### config.mk
export PLATFORM = sky130hd
export DESIGN_NAME = multicycle_control
export DESIGN_NICKNAME = d
export VERILOG_FILES = /design/src/rtl/multicycle_control.sv
export SDC_FILE = /design/constraint.sdc
export NUM_CORES = 1
export LEC_CHECK = 0
export ABC_AREA = 0
export BUFFER_PORTS_ARGS = -buffer_cell sky130_fd_sc_hd__buf_4
export CAP_MARGIN = 20
export CORE_AREA = 2 2 39 41
export DETAILED_ROUTE_END_ITERATION = 12
export DIE_AREA = 0 0 41 43
export GPL_TIMING_DRIVEN = 0
export PLACE_DENSITY = 0.76
export SLEW_MARGIN = 30
export SYNTH_ARGS = -nofsm -noshare
export SYNTH_HDL_FRONTEND = slang
export SYNTH_SLANG_ARGS = --single-unit
### constraint.sdc
create_clock -name clk -period 2.9 [get_ports clk]
set_input_delay 0.435 -clock clk [delete_from_list [all_inputs] [get_ports clk]]
set_output_delay 0.435 -clock clk [all_outputs]
set_load 0.03 [all_outputs]
### src/rtl/multicycle_control.sv
// Control unit for a five-stage-style multicycle MIPS datapath.
// Moore FSM; only the FETCH write strobes and the illegal-opcode flag look at inputs.
module multicycle_control #(
    parameter int MEM_WAIT = 1
) (
    input  logic       clk,
    input  logic       reset,
    input  logic [5:0] op,
    input  logic       mem_ready,
    output logic       PCWrite,
    output logic       PCWriteCond,
    output logic       IorD,
    output logic       MemRead,
    output logic       MemWrite,
    output logic       IRWrite,
    output logic       MemtoReg,
    output logic       ALUSrcA,
    output logic       RegWrite,
    output logic       RegDst,
    output logic [1:0] PCSource,
    output logic [1:0] ALUOp,
    output logic [1:0] ALUSrcB,
    output logic [3:0] state,
    output logic       illegal_op
);

    typedef enum logic [3:0] {
        FETCH  = 4'd0,
        DECODE = 4'd1,
        MEMADR = 4'd2,
        MEMRD  = 4'd3,
        MEMWB  = 4'd4,
        MEMWR  = 4'd5,
        REXEC  = 4'd6,
        RCOMPL = 4'd7,
        BEQ    = 4'd8,
        JUMP   = 4'd9
    } state_t;

    localparam logic [5:0] OP_RTYPE = 6'b000000;
    localparam logic [5:0] OP_LW    = 6'b100011;
    localparam logic [5:0] OP_SW    = 6'b101011;
    localparam logic [5:0] OP_BEQ   = 6'b000100;
    localparam logic [5:0] OP_J     = 6'b000010;

    state_t cur;
    state_t nxt;
    logic   ready;

    // With MEM_WAIT=0 the memory is assumed single-cycle and mem_ready is ignored.
    assign ready = (MEM_WAIT != 0) ? mem_ready : 1'b1;
    assign state = cur;

    always_ff @(posedge clk) begin
        if (reset) begin
            cur <= FETCH;
        end else begin
            cur <= nxt;
        end
    end

    always_comb begin
        nxt        = cur;
        illegal_op = 1'b0;
        case (cur)
            FETCH: begin
                if (ready) nxt = DECODE;
            end
            DECODE: begin
                case (op)
                    OP_LW, OP_SW: nxt = MEMADR;
                    OP_RTYPE:     nxt = REXEC;
                    OP_BEQ:       nxt = BEQ;
                    OP_J:         nxt = JUMP;
                    default: begin
                        nxt        = FETCH;
                        illegal_op = 1'b1;
                    end
                endcase
            end
            MEMADR: begin
                nxt = (op == OP_SW) ? MEMWR : MEMRD;
            end
            MEMRD: begin
                if (ready) nxt = MEMWB;
            end
            MEMWR: begin
                if (ready) nxt = FETCH;
            end
            MEMWB:   nxt = FETCH;
            REXEC:   nxt = RCOMPL;
            RCOMPL:  nxt = FETCH;
            BEQ:     nxt = FETCH;
            JUMP:    nxt = FETCH;
            default: nxt = FETCH;
        endcase
    end

    always_comb begin
        PCWrite     = 1'b0;
        PCWriteCond = 1'b0;
        IorD        = 1'b0;
        MemRead     = 1'b0;
        MemWrite    = 1'b0;
        IRWrite     = 1'b0;
        MemtoReg    = 1'b0;
        ALUSrcA     = 1'b0;
        RegWrite    = 1'b0;
        RegDst      = 1'b0;
        PCSource    = 2'b00;
        ALUOp       = 2'b00;
        ALUSrcB     = 2'b00;
        case (cur)
            FETCH: begin
                // IR and PC only latch once the instruction word has arrived.
                MemRead = 1'b1;
                IRWrite = ready;
                PCWrite = ready;
                ALUSrcB = 2'b01;
            end
            DECODE: begin
                ALUSrcB = 2'b11;
            end
            MEMADR: begin
                ALUSrcA = 1'b1;
                ALUSrcB = 2'b10;
            end
            MEMRD: begin
                MemRead = 1'b1;
                IorD    = 1'b1;
            end
            MEMWB: begin
                RegWrite = 1'b1;
                MemtoReg = 1'b1;
            end
            MEMWR: begin
                IorD     = 1'b1;
                MemWrite = 1'b1;
            end
            REXEC: begin
                ALUSrcA = 1'b1;
                ALUOp   = 2'b10;
            end
            RCOMPL: begin
                RegWrite = 1'b1;
                RegDst   = 1'b1;
            end
            BEQ: begin
                ALUSrcA     = 1'b1;
                ALUOp       = 2'b01;
                PCWriteCond = 1'b1;
                PCSource    = 2'b01;
            end
            JUMP: begin
                PCWrite  = 1'b1;
                PCSource = 2'b10;
            end
            default: begin
            end
        endcase
    end

endmodule

==> impl_results.md <==
- Critical R2R Launch: state[1]$_SDFFE_PP0P_
- Dpl hpwl: 1120 um
- Worst slew margin relative to its limit: 73.0%
- Worst EP arrival: 1.62 ns
- Via count: 618
- Overall routing resource usage: 17.5%
- WL met3: 106 um
- Sequential fraction of the synthesis area: 15.7%
- Met1 Routed Length: 592 um
- Initial antenna violation count: 0
- Worst path required time: 2.47 ns
- Crit path max fanout: 10
- Final setup fails: 0
- Clock transition at path regs: 0.03 ns
- Hold Fails Final Rpt: 0
- Post-Route WL: 1350 um
- Slew Limit Fails: 0
- Ranking of synthesized cells by area: dfxtp_1, nor2_1, buf_6
- GRT overflow: 0
- Max clock buf depth: 2
- First-pass GRT wire length: 2210 um
- Status: finished clean
- Post-synth EDFFs: 0
- Most common flop cell mapped by yosys: dfxtp_1
- Post-CTS Setup Bufs: 0
- Total power per unit cell area: 269 mW/mm2
- Worst hold start: reset
- Yosys top cell area share: 15.7%
- Total power: 207 uW
- Layout area overhead: 51.1%
- Hold WC Path Type: input pin to flop
- Worst-case clock skew: 0.00143 ns
- Share of layout cells above drive strength 1: 43.1%
- Synthesized area: 509 um2
- DRC: 0
- Kind of critical path: flop to primary output
- Crit end category: primary output
- Clock tree sinks: 4
- Drt initial violations: 3
- Top cells by count, synth: nor2_1, nand2_1, a21oi_1, dfxtp_1
- Yosys warns: 0
- Mean area per synthesized cell: 7.27 um2
- Synth unique cells: 33
- Worst Setup SP: state[2]$_SDFFE_PP0P_
- TNS Setup: 0 ns
- Die W: 41 um
- Post-cts resize count: 0
- Std-Cell Rows: 14
- VDD IR-drop max: 0.154 mV
- Wire length on met2: 652 um
- Die area: 0.00176 mm2
- Via density: 5.24
- CTS Buf Count: 3
- Highest Signal Layer: met3
- Fin crit share: 70.9%
- Core area: 0.00138 mm2
- Min Tclk post-route: 2.06 ns
- Syn Inst Count: 70
- Leakage: 0.361 nW
- FILL cells: 147
- Yosys top cell by area: dfxtp_1
- CTS tree: yes
- Die H: 43 um
- Max reg flops: 4
- Worst skew pair latency: 0.23 ns
- CTS Hold Bufs: 0
- Post-synthesis sequential element count: 4
- RSZ-0062 raised after global routing: no
- Async set or reset register ratio after synthesis: 0%
- GP Congestion: 0.829
- Tightest Pin Transition: 0.401 ns
- Worst setup SP type: flop
- Port Buffer Count: 29
- Most frequent cell after synthesis: nor2_1
- Io pins: 30
- Wire per inst: 11.4 um
- Root buffer cell: clkbuf_4
- Final ANT Viol Nets: 0
- Max Fclk: 486 MHz
- Final nets: 113
- Vias in the first global route: 562
- N_diodes: 0
- DRT Pass-1 Iters: 4
- Syn nets: 79
- # Max-Cap Violations: 0
- Pin count of the biggest net entering global routing: 11
- # H-tree levels: 1
- Starting Density: 36.8%
-- power breakdown --
group / leakage (nW) / internal [mW] / switching [mW]
clock network: 0.0138 / 0.0460 / 0.0186
logic: 0.315 / 0.0351 / 0.0479
registers: 0.0325 / 0.0570 / 0.00281
total: 0.361 / 0.138 / 0.0693
-- cells by family (layout without fill, tap and decap cells) --
kind of cell | count (synthesis) | in the layout | share of synthesized area (%)
xor+xnor | 3 | 3 | 5.16
simple gates | 40 | 40 | 46.7
compound gates | 14 | 14 | 19.7
flops | 4 | 4 | 15.7
buf+inv | 9 | 41 | 12.8
-- cell usage in the layout, fill, tap and decap left out, types with 4 or more instances in the layout --
master    n
nor2_1   11
a21oi_1   4
buf_4    31
nand2_1   5
dfxtp_1   4
-- per-layer routing --
layer  vias to the layer above  global-route usage (%)
met4                         0                    4.00
met5                         -                       0
met2                        28                    30.6
li1                        317                       -
met1                       273                    20.5
met3                         0                    3.14
-- per-stage QoR --
stage	instances	cell area [um2]	utilization [%]	worst slack (ns)	hold WS, ns
4_1_cts	118	769	55.6	0.831	0.425
3_3_place_gp	115	747	54.0	1.09	0.606
2_1_floorplan	70	509	-	0.728	0.511
5_1_grt	118	769	55.6	0.771	0.435
3_5_place_dp	115	747	54.0	1.08	0.621
6_report	118	769	55.6	0.844	0.436
-- critical path: stages, from the launching register on --
cell,delay (ns)
dfxtp_1,0.48
buf_6,0.19
nor2_1,0.06
and3_2,0.21
or2_2,0.28
buf_4,0.17
-- layout make-up --
| cell class | count | area, um2 | area share [%] |
|---|---|---|---|
| timing repair buffer | 29 | 218 | 28.3 |
| buffer | 6 | 53.8 | 6.99 |
| clock buffer | 3 | 22.5 | 2.93 |
| sequential | 4 | 80.1 | 10.4 |
| inverter | 3 | 11.3 | 1.46 |
| tap | 16 | 20.0 | 2.60 |
| multi-input combinational | 57 | 364 | 47.3 |
-- path summary, 6_finish.rpt --
check / endpoint / slack (ns) / cells past startpoint
worst max-delay path: PCWrite / 0.84 / 5
worst min-delay path: state[2]$_SDFFE_PP0P_ / 0.44 / 2
worst max register to register: state[2]$_SDFFE_PP0P_ / 1.42 / 5
worst min register to register: state[2]$_SDFFE_PP0P_ / 0.62 / 2
Power figures use the tool's default switching activity.
